===== config.mk =====
export PLATFORM = sky130hd
export DESIGN_NAME = decode_stage
export DESIGN_NICKNAME = d
export VERILOG_FILES = /design/src/rtl/decode_stage.sv
export SDC_FILE = /design/constraint.sdc
export NUM_CORES = 1
export LEC_CHECK = 0
export ABC_AREA = 1
export BUFFER_PORTS_ARGS = -buffer_cell sky130_fd_sc_hd__buf_2
export CORE_AREA = 5 5 104 106
export DETAILED_ROUTE_END_ITERATION = 6
export DIE_AREA = 0 0 109 111
export PLACE_DENSITY = 0.77
export SYNTH_ARGS = -nofsm -noshare
export SYNTH_HDL_FRONTEND = slang
export SYNTH_SLANG_ARGS = --single-unit

===== constraint.sdc =====
create_clock -name CLK -period 1.8 [get_ports CLK]
set_input_delay 0.36 -clock CLK [delete_from_list [all_inputs] [get_ports CLK]]
set_output_delay 0.36 -clock CLK [all_outputs]
set_load 0.02 [all_outputs]

===== src/rtl/decode_stage.sv =====
// RV32IM decoder feeding the ID/EX pipeline register, with load-use hazard detection.
// Define RV32M_EN to decode the M-extension (funct7 0000001) OP instructions.
module decode_stage (
    input  logic        CLK,
    input  logic        RESETN,
    input  logic        IF_VALID,
    input  logic [31:0] INSTRUCTION,
    input  logic [31:0] PC,
    input  logic        STALL,
    input  logic        FLUSH,
    output logic        LOAD_USE_STALL,
    output logic        EX_VALID,
    output logic [31:0] EX_PC,
    output logic [4:0]  ALU_OPCODE,
    output logic [31:0] IMM,
    output logic [4:0]  RS1_ADDR,
    output logic [4:0]  RS2_ADDR,
    output logic [4:0]  RD_ADDR,
    output logic [1:0]  ALU_SRC1_SEL,
    output logic        ALU_SRC2_SEL,
    output logic [1:0]  WB_SEL,
    output logic        REG_WRITE_EN,
    output logic        MEM_READ,
    output logic        MEM_WRITE,
    output logic        BRANCH,
    output logic        JUMP,
    output logic        ILLEGAL,
    output logic [2:0]  FUNCT3
);

    localparam logic [6:0] OPC_OP     = 7'b0110011;
    localparam logic [6:0] OPC_OP_IMM = 7'b0010011;
    localparam logic [6:0] OPC_LUI    = 7'b0110111;
    localparam logic [6:0] OPC_AUIPC  = 7'b0010111;
    localparam logic [6:0] OPC_JAL    = 7'b1101111;
    localparam logic [6:0] OPC_JALR   = 7'b1100111;
    localparam logic [6:0] OPC_BRANCH = 7'b1100011;
    localparam logic [6:0] OPC_LOAD   = 7'b0000011;
    localparam logic [6:0] OPC_STORE  = 7'b0100011;
    localparam logic [6:0] OPC_FENCE  = 7'b0001111;

    localparam logic [1:0] SRC1_RS1  = 2'd0;
    localparam logic [1:0] SRC1_PC   = 2'd1;
    localparam logic [1:0] SRC1_ZERO = 2'd2;
    localparam logic [1:0] WB_MEM    = 2'd1;
    localparam logic [1:0] WB_PC4    = 2'd2;

`ifdef RV32M_EN
    localparam logic M_EN = 1'b1;
`else
    localparam logic M_EN = 1'b0;
`endif

    typedef struct packed {
        logic        valid;
        logic [31:0] pc;
        logic [4:0]  alu_op;
        logic [31:0] imm;
        logic [4:0]  rs1;
        logic [4:0]  rs2;
        logic [4:0]  rd;
        logic [1:0]  src1;
        logic        src2;
        logic [1:0]  wb;
        logic        reg_write;
        logic        mem_read;
        logic        mem_write;
        logic        branch;
        logic        jump;
        logic        illegal;
        logic [2:0]  funct3;
    } idex_t;

    logic [6:0]  opcode;
    logic [2:0]  f3;
    logic [6:0]  f7;
    logic [4:0]  rs1;
    logic [4:0]  rs2;
    logic [4:0]  rd;
    logic [31:0] i_imm;
    logic [31:0] s_imm;
    logic [31:0] b_imm;
    logic [31:0] u_imm;
    logic [31:0] j_imm;

    assign opcode = INSTRUCTION[6:0];
    assign rd     = INSTRUCTION[11:7];
    assign f3     = INSTRUCTION[14:12];
    assign rs1    = INSTRUCTION[19:15];
    assign rs2    = INSTRUCTION[24:20];
    assign f7     = INSTRUCTION[31:25];

    assign i_imm = {{20{INSTRUCTION[31]}}, INSTRUCTION[31:20]};
    assign s_imm = {{20{INSTRUCTION[31]}}, INSTRUCTION[31:25], INSTRUCTION[11:7]};
    assign b_imm = {{19{INSTRUCTION[31]}}, INSTRUCTION[31], INSTRUCTION[7],
                    INSTRUCTION[30:25], INSTRUCTION[11:8], 1'b0};
    assign u_imm = {INSTRUCTION[31:12], 12'b0};
    assign j_imm = {{11{INSTRUCTION[31]}}, INSTRUCTION[31], INSTRUCTION[19:12],
                    INSTRUCTION[20], INSTRUCTION[30:21], 1'b0};

    idex_t dec;
    idex_t ex_q;
    logic  bad;

    always_comb begin
        dec       = '0;
        bad       = 1'b0;
        dec.valid = 1'b1;
        dec.pc    = PC;
        case (opcode)
            OPC_OP: begin
                bad = !((f7 == 7'b0000000) ||
                        (f7 == 7'b0100000 && (f3 == 3'd0 || f3 == 3'd5)) ||
                        (M_EN && f7 == 7'b0000001));
                dec.alu_op    = {f7[0], f7[5], f3};
                dec.rs1       = rs1;
                dec.rs2       = rs2;
                dec.rd        = rd;
                dec.reg_write = 1'b1;
            end
            OPC_OP_IMM: begin
                dec.alu_op    = {2'b00, f3};
                dec.imm       = i_imm;
                dec.rs1       = rs1;
                dec.rd        = rd;
                dec.src2      = 1'b1;
                dec.reg_write = 1'b1;
                if (f3 == 3'd1) begin
                    bad     = (f7 != 7'b0000000);
                    dec.imm = {27'b0, INSTRUCTION[24:20]};
                end else if (f3 == 3'd5) begin
                    bad        = !(f7 == 7'b0000000 || f7 == 7'b0100000);
                    dec.alu_op = f7[5] ? 5'd13 : 5'd5;
                    dec.imm    = {27'b0, INSTRUCTION[24:20]};
                end
            end
            OPC_LUI, OPC_AUIPC: begin
                dec.imm       = u_imm;
                dec.rd        = rd;
                dec.src1      = (opcode == OPC_LUI) ? SRC1_ZERO : SRC1_PC;
                dec.src2      = 1'b1;
                dec.reg_write = 1'b1;
            end
            OPC_JAL: begin
                dec.imm       = j_imm;
                dec.rd        = rd;
                dec.src1      = SRC1_PC;
                dec.src2      = 1'b1;
                dec.wb        = WB_PC4;
                dec.reg_write = 1'b1;
                dec.jump      = 1'b1;
            end
            OPC_JALR: begin
                dec.imm       = i_imm;
                dec.rs1       = rs1;
                dec.rd        = rd;
                dec.src1      = SRC1_RS1;
                dec.src2      = 1'b1;
                dec.wb        = WB_PC4;
                dec.reg_write = 1'b1;
                dec.jump      = 1'b1;
            end
            OPC_BRANCH: begin
                dec.imm    = b_imm;
                dec.rs1    = rs1;
                dec.rs2    = rs2;
                dec.src1   = SRC1_PC;
                dec.src2   = 1'b1;
                dec.branch = 1'b1;
                dec.funct3 = f3;
            end
            OPC_LOAD: begin
                dec.imm       = i_imm;
                dec.rs1       = rs1;
                dec.rd        = rd;
                dec.src2      = 1'b1;
                dec.wb        = WB_MEM;
                dec.reg_write = 1'b1;
                dec.mem_read  = 1'b1;
                dec.funct3    = f3;
            end
            OPC_STORE: begin
                dec.imm       = s_imm;
                dec.rs1       = rs1;
                dec.rs2       = rs2;
                dec.src2      = 1'b1;
                dec.mem_write = 1'b1;
                dec.funct3    = f3;
            end
            OPC_FENCE: ;
            default: bad = 1'b1;
        endcase
        // Illegal encodings still flow down the pipe so EX can raise the trap.
        if (bad) begin
            dec         = '0;
            dec.valid   = 1'b1;
            dec.pc      = PC;
            dec.illegal = 1'b1;
        end
    end

    logic uses_rs1;
    logic uses_rs2;

    assign uses_rs2 = (opcode == OPC_OP) || (opcode == OPC_STORE) || (opcode == OPC_BRANCH);
    assign uses_rs1 = !((opcode == OPC_LUI) || (opcode == OPC_AUIPC) || (opcode == OPC_JAL));

    assign LOAD_USE_STALL = ex_q.valid && ex_q.mem_read && (ex_q.rd != 5'd0) && IF_VALID &&
                            !STALL &&
                            ((uses_rs1 && rs1 == ex_q.rd) || (uses_rs2 && rs2 == ex_q.rd));

    always_ff @(posedge CLK or negedge RESETN) begin
        if (!RESETN) begin
            ex_q <= '0;
        end else if (FLUSH) begin
            ex_q <= '0;
        end else if (STALL) begin
            ex_q <= ex_q;
        end else if (LOAD_USE_STALL || !IF_VALID) begin
            ex_q <= '0;
        end else begin
            ex_q <= dec;
        end
    end

    assign EX_VALID     = ex_q.valid;
    assign EX_PC        = ex_q.pc;
    assign ALU_OPCODE   = ex_q.alu_op;
    assign IMM          = ex_q.imm;
    assign RS1_ADDR     = ex_q.rs1;
    assign RS2_ADDR     = ex_q.rs2;
    assign RD_ADDR      = ex_q.rd;
    assign ALU_SRC1_SEL = ex_q.src1;
    assign ALU_SRC2_SEL = ex_q.src2;
    assign WB_SEL       = ex_q.wb;
    assign REG_WRITE_EN = ex_q.reg_write;
    assign MEM_READ     = ex_q.mem_read;
    assign MEM_WRITE    = ex_q.mem_write;
    assign BRANCH       = ex_q.branch;
    assign JUMP         = ex_q.jump;
    assign ILLEGAL      = ex_q.illegal;
    assign FUNCT3       = ex_q.funct3;

endmodule


# Yosys cells after proc, flatten, opt, wreduce, memory -nomap -nowiden
# Cells that the tools add are included.
# totals
reg_bits	99
input_bits	69
output_inout_bits	100
wordCells	95
# op_classes
eq_ne	16
mux	26
reduce_logical	36
# ops
op	n
99-bit two-way mux	3
32-bit case mux with 6 select lines	1
66-bit two-way mux	1
36-bit two-way mux	1
32-bit two-way mux	1
7-bit by 6-bit == test with 1-bit output (second input constant)	4
7-bit == test (second input constant)	3
8-bit OR reduction	2
5-bit two-way mux	3
7-bit by 5-bit == test with 1-bit output (second input constant)	2
5-bit == test	2
5-bit case mux with 2 select lines	1
1-bit logical OR	9
1-bit logical AND	8
1-bit two-way mux	8
4-bit two-way mux	2
2-bit case mux with 2 select lines	2
2-bit OR reduction	4
7-bit by 2-bit == test with 1-bit output (second input constant)	1
7-bit by 4-bit == test with 1-bit output (second input constant)	1
7-bit zero test	1
7-bit nonzero test	1
7-bit OR reduction	1
3-bit OR reduction	2
10 further kinds	14

# Longest topological paths before layout
# Gate-level depths: netlist (run 1).
# depth
word_depth	11
mapped_depth	13
depth_no_buf	12

# Worst setup path after synthesis (run 1)
# Ideal clock, no wire load.
# synth_path
kind	input-to-reg
start	input port INSTRUCTION[1]
end	register ex_q (netlist bit ALU_SRC2_SEL)
setup_time_ns	0.118
t_arrival_ns	1.646
required_ns	1.682
slack_ns	0.036
cell_stages	12
path_buffers	2
cell_sequence	nand2_1 -> inv_1 -> nand2_2 -> nor2_1 -> nor2_1 -> nand3_1 -> nand3_1 -> inv_2 -> buf_4 -> buf_4 -> nand3_1 -> nand2_1
# synth_between
elab_chain_cells	11
elab_cells_between_ends	28
classes_between	eq/ne (10); mux (6); reduce/logical (12)
# synth_lines
item	line_no	rtl
from (decl)	7	input logic [31:0] INSTRUCTION,
parallel branches: the longest is 8 deep, another holds 66-bit two-way mux	--	
99-bit two-way mux (*)	219	end else if (LOAD_USE_STALL || !IF_VALID) begin
99-bit two-way mux (*)	217	end else if (STALL) begin
99-bit two-way mux (*)	215	end else if (FLUSH) begin
to (signal assigned)	218	ex_q <= ex_q;
to (decl)	102	idex_t ex_q;
# Every way passes the cells marked *. The select of a mux whose other input is x is not followed.
# A chain may end at the register's enable or synchronous reset.

# Worst setup path after layout (run 1)
# layout_path
start	register ex_q (netlist bit RD_ADDR[3])
end	output port LOAD_USE_STALL
# layout_between
elab_chain_cells	5
elab_cells_between_ends	10
classes_between	eq/ne (2); reduce/logical (8)
# layout_lines
item	line_no	rtl
5-bit nonzero test	208	assign LOAD_USE_STALL = ex_q.valid && ex_q.mem_read && (ex_q.rd != 5'd0) && IF_VALID &&
1-bit logical AND (3 in series)	208	
1-bit logical AND (*)	209	!STALL &&
to (decl)	11	output logic LOAD_USE_STALL,
# Mark *: on every way between the ends. The rest lies on a longest branch, timed or not.

==> impl_metrics.csv, run 1 <==
group,metric,value,unit
outcome,status,"finished with violations",
outcome,violations,"negative setup slack",
synthesis,netlist_area,0.004788,sq mm
worst_setup_path,crit_start,"RD_ADDR[3]",
floorplan,num_io_pins,169,
clocking,cts.reportedPaths.clkPinSlew,0.09,ns
finish,area_growth,40.21,%
floorplan,dieWidth,109,microns
placed_design,port_buffers,168,
grt,overflow,0,
finish,fill_cells,792,
sta,max_freq,0.4930,GHz
route,wl_met3,1319,microns
clocking,tritoncts,"built",
synthesis,ys_warn_count,0,
clocking,cts_buffer_depth,2,
worst_setup_path,worst-setup-path-type,"reg -> out",
finish,diodes,0,
synthesis,synth_top_area_share,0.5174,
synthesis,synth_fa_ha_area_frac,0,
grt,grt_start_max_net_pins,47,
synthesis,synthMuxAreaShare,0,
synthesis,syn-num-nets,716,
route,drc,0,
sta,period_share,1.127,
synthesis,synth.avg_cell_area,7.401,sq um
synthesis,ys_ff_latch,99,
finish,register_area,0.002481,sq mm
placed_design,gp_congestion,0.9568,
route,wl_met1,6391,microns
synthesis,synth_area_leaders,"dfrtp_1, nand2_1, nand3_1",
clocking,cts_made_buffers,9,
clocking,clk_latency,0.37,ns
route,ant_nets,0,
route,wl_met2,7592,microns
clocking,htree_levels,3,
grt,grt_pass1_wl,22800,microns
route,firstDrtPassIters,7,
worst_setup_path,end_kind,"output port",
synthesis,synth-edff-count,0,
synthesis,ys_seq_area_frac,0.5174,
synthesis,synth_top_family_by_area,"simple AND/OR/NAND/NOR gates",
synthesis,ys.flop_type,"dfrtp_1",
finish,multi_input_area,0.002021,sq mm
power,total_power,4.280,mW
sta,worstMarginPinSlew,0.4622,ns
floorplan,core,0.009684,sq mm
grt,antenna_found_initial,0,
grt,grt_pass1_vias,4635,
grt,grt_use_total,0.2350,
route,avgViaCountPerCell,5.040,
synthesis,synth_cells,647,
route,vias,5030,
min_path,hp-class,"in -> reg",
finish,instances_no_fill,998,
synthesis,yosysUniqueCellTypes,22,
clocking,cts_root_buf,"clkbuf_8",
finish,drive_above_1_share,0.3121,
route,routed_wl,15560,microns
synthesis,synth_compound_area_frac,0.02613,
synthesis,synth_xor_area_frac,0.009146,
floorplan,dieArea,0.01210,sq mm
worst_setup_path,r2r-start,"RD_ADDR[1]",
worst_setup_path,critPathLaunchType,"flip-flop",
sta,setup_viol,91,
placed_design,place_inst,960,
power,p_leak,4.171,nW
placed_design,dp_hpwl,10650,microns
min_path,hp-start,"PC[5]",
sta,finClkSkew,0.01029,ns
synthesis,yosysMostFrequentCell,"nand2_1",
synthesis,yosys.area.top_type,"dfrtp_1",
sta,rsz0062_at_grt,"true",
floorplan,initial_core_util,0.4944,
route,drtIter0Drc,491,
power,power_density,637.5,mW/mm^2
synthesis,synth_common_cells,"nand2_1, dfrtp_1, nand3_1",
clocking,clock-sinks,99,
sta,hold_violations,0,
worst_setup_path,path_max_fanout,5,
route,highest_layer,"met4",
sta,min_period,2.029,ns
floorplan,die_h,111,microns
worst_setup_path,arrival,1.67,ns
job,drv_cap,0,
power,vdd_drop_max,0.3453,mV
sta,max_slew_margin,0.6918,
floorplan,rows,36,
worst_setup_path,required,1.44,ns
synthesis,async_flop_share,1.000,
sta,drv_slew,0,
route,wl_per_cell,15.59,microns
sta,setup_slack,-0.2286,ns
synthesis,synth-simple-area-share,0.3737,
finish,nets,930,
kinds of logic (layout without fill, tap and decap cells):
group,count (synthesis),count (layout)
flops,99,99
simple gates,439,439
xor+xnor,5,5
compound gates,23,23
buf+inv,81,299
metrics by stage:
| step | hold slack [ns] | cell area [sq um] | setup slack (ns) | TNS, ns | util |
|---|---|---|---|---|---|
| after floorplan | 0.06441 | 4788 | 0.03592 | 0 | - |
| after global placement | 0.3235 | 6047 | -0.1310 | -5.816 | 0.6244 |
| after detailed placement | 0.3375 | 6047 | -0.1730 | -8.667 | 0.6244 |
| after CTS | 0.1662 | 6292 | -0.1848 | -0.1848 | 0.6497 |
| after global routing | 0.1760 | 6714 | -0.3297 | -22.05 | 0.6933 |
| final | 0.1748 | 6714 | -0.2286 | -10.05 | 0.6933 |
final timing paths:
check	endpoint	slack, ns	cells past startpoint
setup / recovery	LOAD_USE_STALL	-0.23	8
min in group asynchronous	ALU_OPCODE[0]	0.47	2
hold reg to reg	IMM[12]	0.48	2
setup reg to reg	EX_PC[28]	-0.18	14
max in group asynchronous	RS2_ADDR[0]	0.76	3
hold / removal	EX_PC[5]	0.17	3
placed cells by master, fill, tap and decap left out, types with 2 or more instances in the layout:
cell type / instances
a21oi_1: 3
buf_12: 12
buf_2: 166
buf_4: 35
buf_6: 6
buf_8: 3
clkbuf_16: 8
clkbuf_8: 10
clkinv_2: 2
dfrtp_1: 96
dfrtp_2: 3
inv_1: 49
inv_2: 4
nand2_1: 302
nand2_2: 5
nand3_1: 71
nand3_2: 8
nor2_1: 38
nor2_4: 2
nor3_1: 8
nor3_2: 2
o21ai_0: 17
xnor2_1: 5
state kept, by name, summed over array words and instances, names as in the netlist:
signal and cells:
ALU_OPCODE 5, ALU_SRC1_SEL 2, ALU_SRC2_SEL 1, BRANCH 1
EX_PC 32, EX_VALID 1, FUNCT3 3, ILLEGAL 1
IMM 32, JUMP 1, MEM_READ 1, MEM_WRITE 1
RD_ADDR 5, REG_WRITE_EN 1, RS1_ADDR 5, RS2_ADDR 5
WB_SEL 2
metal layers:
layer | vias to the layer above | global-route usage
li1 | 2425 | -
met4 | 0 | 0.08249
met5 | - | 0
met2 | 231 | 0.3817
met1 | 2353 | 0.3178
met3 | 21 | 0.03494
worst max-delay path: stages, from the launching register on:
cell,delay (ns)
dfrtp_2,0.46
xnor2_1,0.14
nand2_1,0.08
nor2_2,0.17
nand3_1,0.11
nand2_2,0.10
nand2_2,0.07
inv_2,0.06
buf_6,0.11
cell type report:
cell class / count / share of cell area
clock inverters: 4 / 0.007268
well taps: 133 / 0.02479
clock buffers: 11 / 0.02106
repair buffers: 231 / 0.2467
flip-flops and latches: 99 / 0.3695
multi-input cells: 467 / 0.3010
inverters: 53 / 0.02963
report_power, final:
group	total, mW	switching, mW	leakage [nW]	internal [mW]
Clock	1.44	0.765	0.0996	0.675
Sequential	2.27	0.0165	1.37	2.25
Combinational	0.573	0.340	2.71	0.232
Total	4.28	1.12	4.17	3.16
repair_timing:
item / 4_1_cts / 5_1_grt
setup buffers: 3 / 8
hold endpoints to repair: 28 / 0
endpoints found under the setup margin: 1 / 94
hold buffers: 1 / 0
gates resized for setup: 10 / 20
cloned: 0 / 12
pin swaps: 8 / 6
No activity file was read; power rests on OpenSTA's default activity.
==> inputs of run 2 (changes only) <==
--- a/config.mk
+++ b/config.mk
@@ -5,11 +5,11 @@
 export SDC_FILE = /design/constraint.sdc
 export NUM_CORES = 1
 export LEC_CHECK = 0
-export ABC_AREA = 1
 export BUFFER_PORTS_ARGS = -buffer_cell sky130_fd_sc_hd__buf_2
-export CORE_AREA = 5 5 104 106
+export CORE_AREA = 5 5 103 105
+export CTS_BUF_LIST = sky130_fd_sc_hd__clkbuf_2
 export DETAILED_ROUTE_END_ITERATION = 6
-export DIE_AREA = 0 0 109 111
+export DIE_AREA = 0 0 108 110
 export PLACE_DENSITY = 0.77
 export SYNTH_ARGS = -nofsm -noshare
 export SYNTH_HDL_FRONTEND = slang
==> impl_metrics.csv, run 2 <==
group,metric,value,unit
outcome,status,"finished with violations",
outcome,violations,"negative setup slack",
route,vias,4819,
worst_setup_path,crit_path_cell_trace,"or4_4 > o211ai_4 > or2_4 > o21bai_4 > buf_6",
worst_setup_path,critPathLaunchType,"flip-flop",
grt,grt_start_max_net_pins,100,
synthesis,ys_warn_count,0,
route,routed_wl,17310,microns
synthesis,ys_ff_latch,99,
route,wl_per_cell,20.30,microns
clocking,cts_buffer_depth,2,
sta,drv_slew,0,
power,power_density,550.6,mW/mm^2
synthesis,synth_top_area_share,0.5321,
route,firstDrtPassIters,5,
grt,overflow,0,
synthesis,ys_seq_area_frac,0.5321,
min_path,hold-path-endpoint,"RD_ADDR[0]",
power,total_power,4.016,mW
sta,hold_violations,0,
synthesis,yosysMostFrequentCell,"dfrtp_1",
worst_setup_path,cp_top_family,"simple AND/OR/NAND/NOR gates",
route,drtIter0Drc,395,
power,p_leak,3.614,nW
grt,antenna_found_initial,1,
synthesis,netlist_area,0.004656,sq mm
sta,max_slew_margin,0.6832,
worst_setup_path,slowest_stage,"or4_4",
worst_setup_path,end_kind,"output port",
floorplan,rows,36,
sta,period_share,1.411,
grt,grt_pass1_vias,4791,
grt,grt_use_total,0.2846,
floorplan,die_h,110,microns
floorplan,num_io_pins,169,
sta,min_period,2.540,ns
job,drv_cap,0,
finish,layout_common_cells,"buf_2, dfrtp_1, nand2_1",
synthesis,async_flop_share,1.000,
sta,max_freq,0.3937,GHz
synthesis,synth_area_leaders,"dfrtp_1, a22o_1, nand2_1",
clocking,tritoncts,"built",
clocking,cts.reportedPaths.clkPinSlew,0.27,ns
power,vdd_drop_max,0.3286,mV
sta,setup_viol,99,
floorplan,core,0.009549,sq mm
synthesis,syn-num-nets,503,
sta,whs,0.04110,ns
min_path,hold_depth,2,
sta,setup_slack,-0.7400,ns
route,avgViaCountPerCell,5.649,
synthesis,yosys.area.top_type,"dfrtp_1",
worst_setup_path,path_max_fanout,2,
finish,multi_input_area,0.002280,sq mm
synthesis,synth_common_cells,"dfrtp_1, nand2_1, a22o_1",
worst_setup_path,r2r_setup_slack,-0.55,ns
sta,rsz0062_at_grt,"true",
synthesis,yosysUniqueCellTypes,57,
finish,register_area,0.002482,sq mm
floorplan,dieWidth,108,microns
min_path,hp-class,"in -> reg",
placed_design,port_buffers,168,
finish,drive_above_1_share,0.4667,
finish,nets,784,
clocking,cts_root_buf,"clkbuf_2",
grt,grt_pass1_wl,25810,microns
worst_setup_path,crit_buf_inv,1,
worst_setup_path,cpPeakStageDelay,0.55,ns
route,drc,0,
min_path,hp-start,"INSTRUCTION[7]",
sta,finClkSkew,0.05815,ns
placed_design,dp_hpwl,10830,microns
worst_setup_path,rr_endpoint,"RD_ADDR[3]",
clocking,cts_made_buffers,9,
worst_setup_path,worst-setup-path-type,"reg -> out",
clocking,clock-sinks,99,
clocking,htree_levels,3,
worst_setup_path,required,1.44,ns
finish,area_growth,56.68,%
finish,diodes,0,
clocking,clk_latency,0.63,ns
finish,fill_cells,635,
floorplan,initial_core_util,0.4876,
synthesis,ys.flop_type,"dfrtp_1",
floorplan,dieArea,0.01188,sq mm
synthesis,synth_cells,434,
finish,layout_commonest_cell,"buf_2",
route,ant_nets,0,
worst_setup_path,r2r_cells,11,
worst_setup_path,r2r-start,"RD_ADDR[4]",
sta,worstMarginPinSlew,0.4730,ns
worst_setup_path,arrival,2.18,ns
synthesis,synth.avg_cell_area,10.73,sq um
placed_design,gp_congestion,0.8870,
synthesis,synth-edff-count,0,
## run 2: changes by cell type in the layout (fill, tap and decap cells not counted), moves of 10 or more
| cell | before | now |
|---|---|---|
| nand2_1 | 302 | 84 |
| nand3_1 | 71 | 10 |
| inv_1 | 49 | 4 |
| buf_4 | 35 | 74 |
| a22o_1 | 0 | 38 |
| dlygate4sd3_1 | 1 | 38 |
| nor2_1 | 38 | 5 |
| o21ai_1 | 0 | 21 |
| o31ai_4 | 0 | 20 |
| a22oi_1 | 0 | 15 |
| clkbuf_8 | 10 | 0 |
| o31ai_2 | 0 | 10 |
## run 2: layer usage
metal | global-route usage | part of all wire
met3 | 0.06814 | 0.076
met4 | 0.1181 | 0.033
met5 | 0 | 0.00075
met1 | 0.3491 | 0.40
met2 | 0.4849 | 0.49
## run 2: worst register-to-register path: cells and delay by family (launching register included)
family	cells	cell delay, ns
buffers and inverters	6	0.80
AOI/OAI and AO/OA	3	0.70
DFF	1	0.46
xor gates and xnor gates	1	0.15
and+or+nand+nor	1	0.13
## run 2: cell type report
| cell class | count | area share |
|---|---|---|
| Clock buffer | 9 | 0.006175 |
| Clock inverter | 7 | 0.005832 |
| Inverter | 4 | 0.002058 |
| Multi-Input combinational cell | 298 | 0.3125 |
| Sequential cell | 99 | 0.3403 |
| Tap cell | 133 | 0.02281 |
| Timing Repair Buffer | 303 | 0.3103 |
## run 2: timing repair
| item | 4_1_cts | 5_1_grt |
|---|---|---|
| gates cloned | 6 | 2 |
| pin swaps | 10 | 2 |
| buffers inserted | 13 | 4 |
| hold buffers | 37 | 1 |
| resized for setup | 51 | 38 |
| setup endpoints to repair | 99 | 102 |
| endpoints found under the hold margin | 66 | 1 |
## run 2: through the flow
step                      setup TNS [ns]  instances  instance area [sq um]  setup WS, ns    util
after floorplan                   -8.926        434                   4686       -0.1830       -
after global placement            -26.43        777                   6162       -0.3210  0.6453
after detailed placement          -27.11        777                   6162       -0.3376  0.6453
after CTS                         -36.78        848                   7132       -0.7122  0.7469
after global routing              -45.03        853                   7295       -0.8379  0.7639
final                             -39.30        853                   7295       -0.7400  0.7639
## run 2: cells by family after synthesis
logic type      after synthesis  synth area share
compound gates              152            0.2685
simple gates                136            0.1416
flops                        99            0.5321
buf+inv                      37           0.03897
xor+xnor                     10           0.01881
## run 2: worst max path at each step
stage              startpoint        endpoint  slack, ns  cells after the start
2_1_floorplan      RD_ADDR[4]         IMM[12]      -0.18                      7
3_3_place_gp   INSTRUCTION[5]       EX_PC[18]      -0.32                      8
3_5_place_dp   INSTRUCTION[5]       EX_PC[28]      -0.34                      8
4_1_cts            RD_ADDR[4]  LOAD_USE_STALL      -0.71                      5
5_1_grt            RD_ADDR[4]  LOAD_USE_STALL      -0.84                      5
6_report           RD_ADDR[4]  LOAD_USE_STALL      -0.74                      5
## run 2: where the power goes
part	internal [mW]	switching, mW
clock network	0.179	0.796
logic	0.351	0.408
registers	2.26	0.0202
total	2.79	1.22
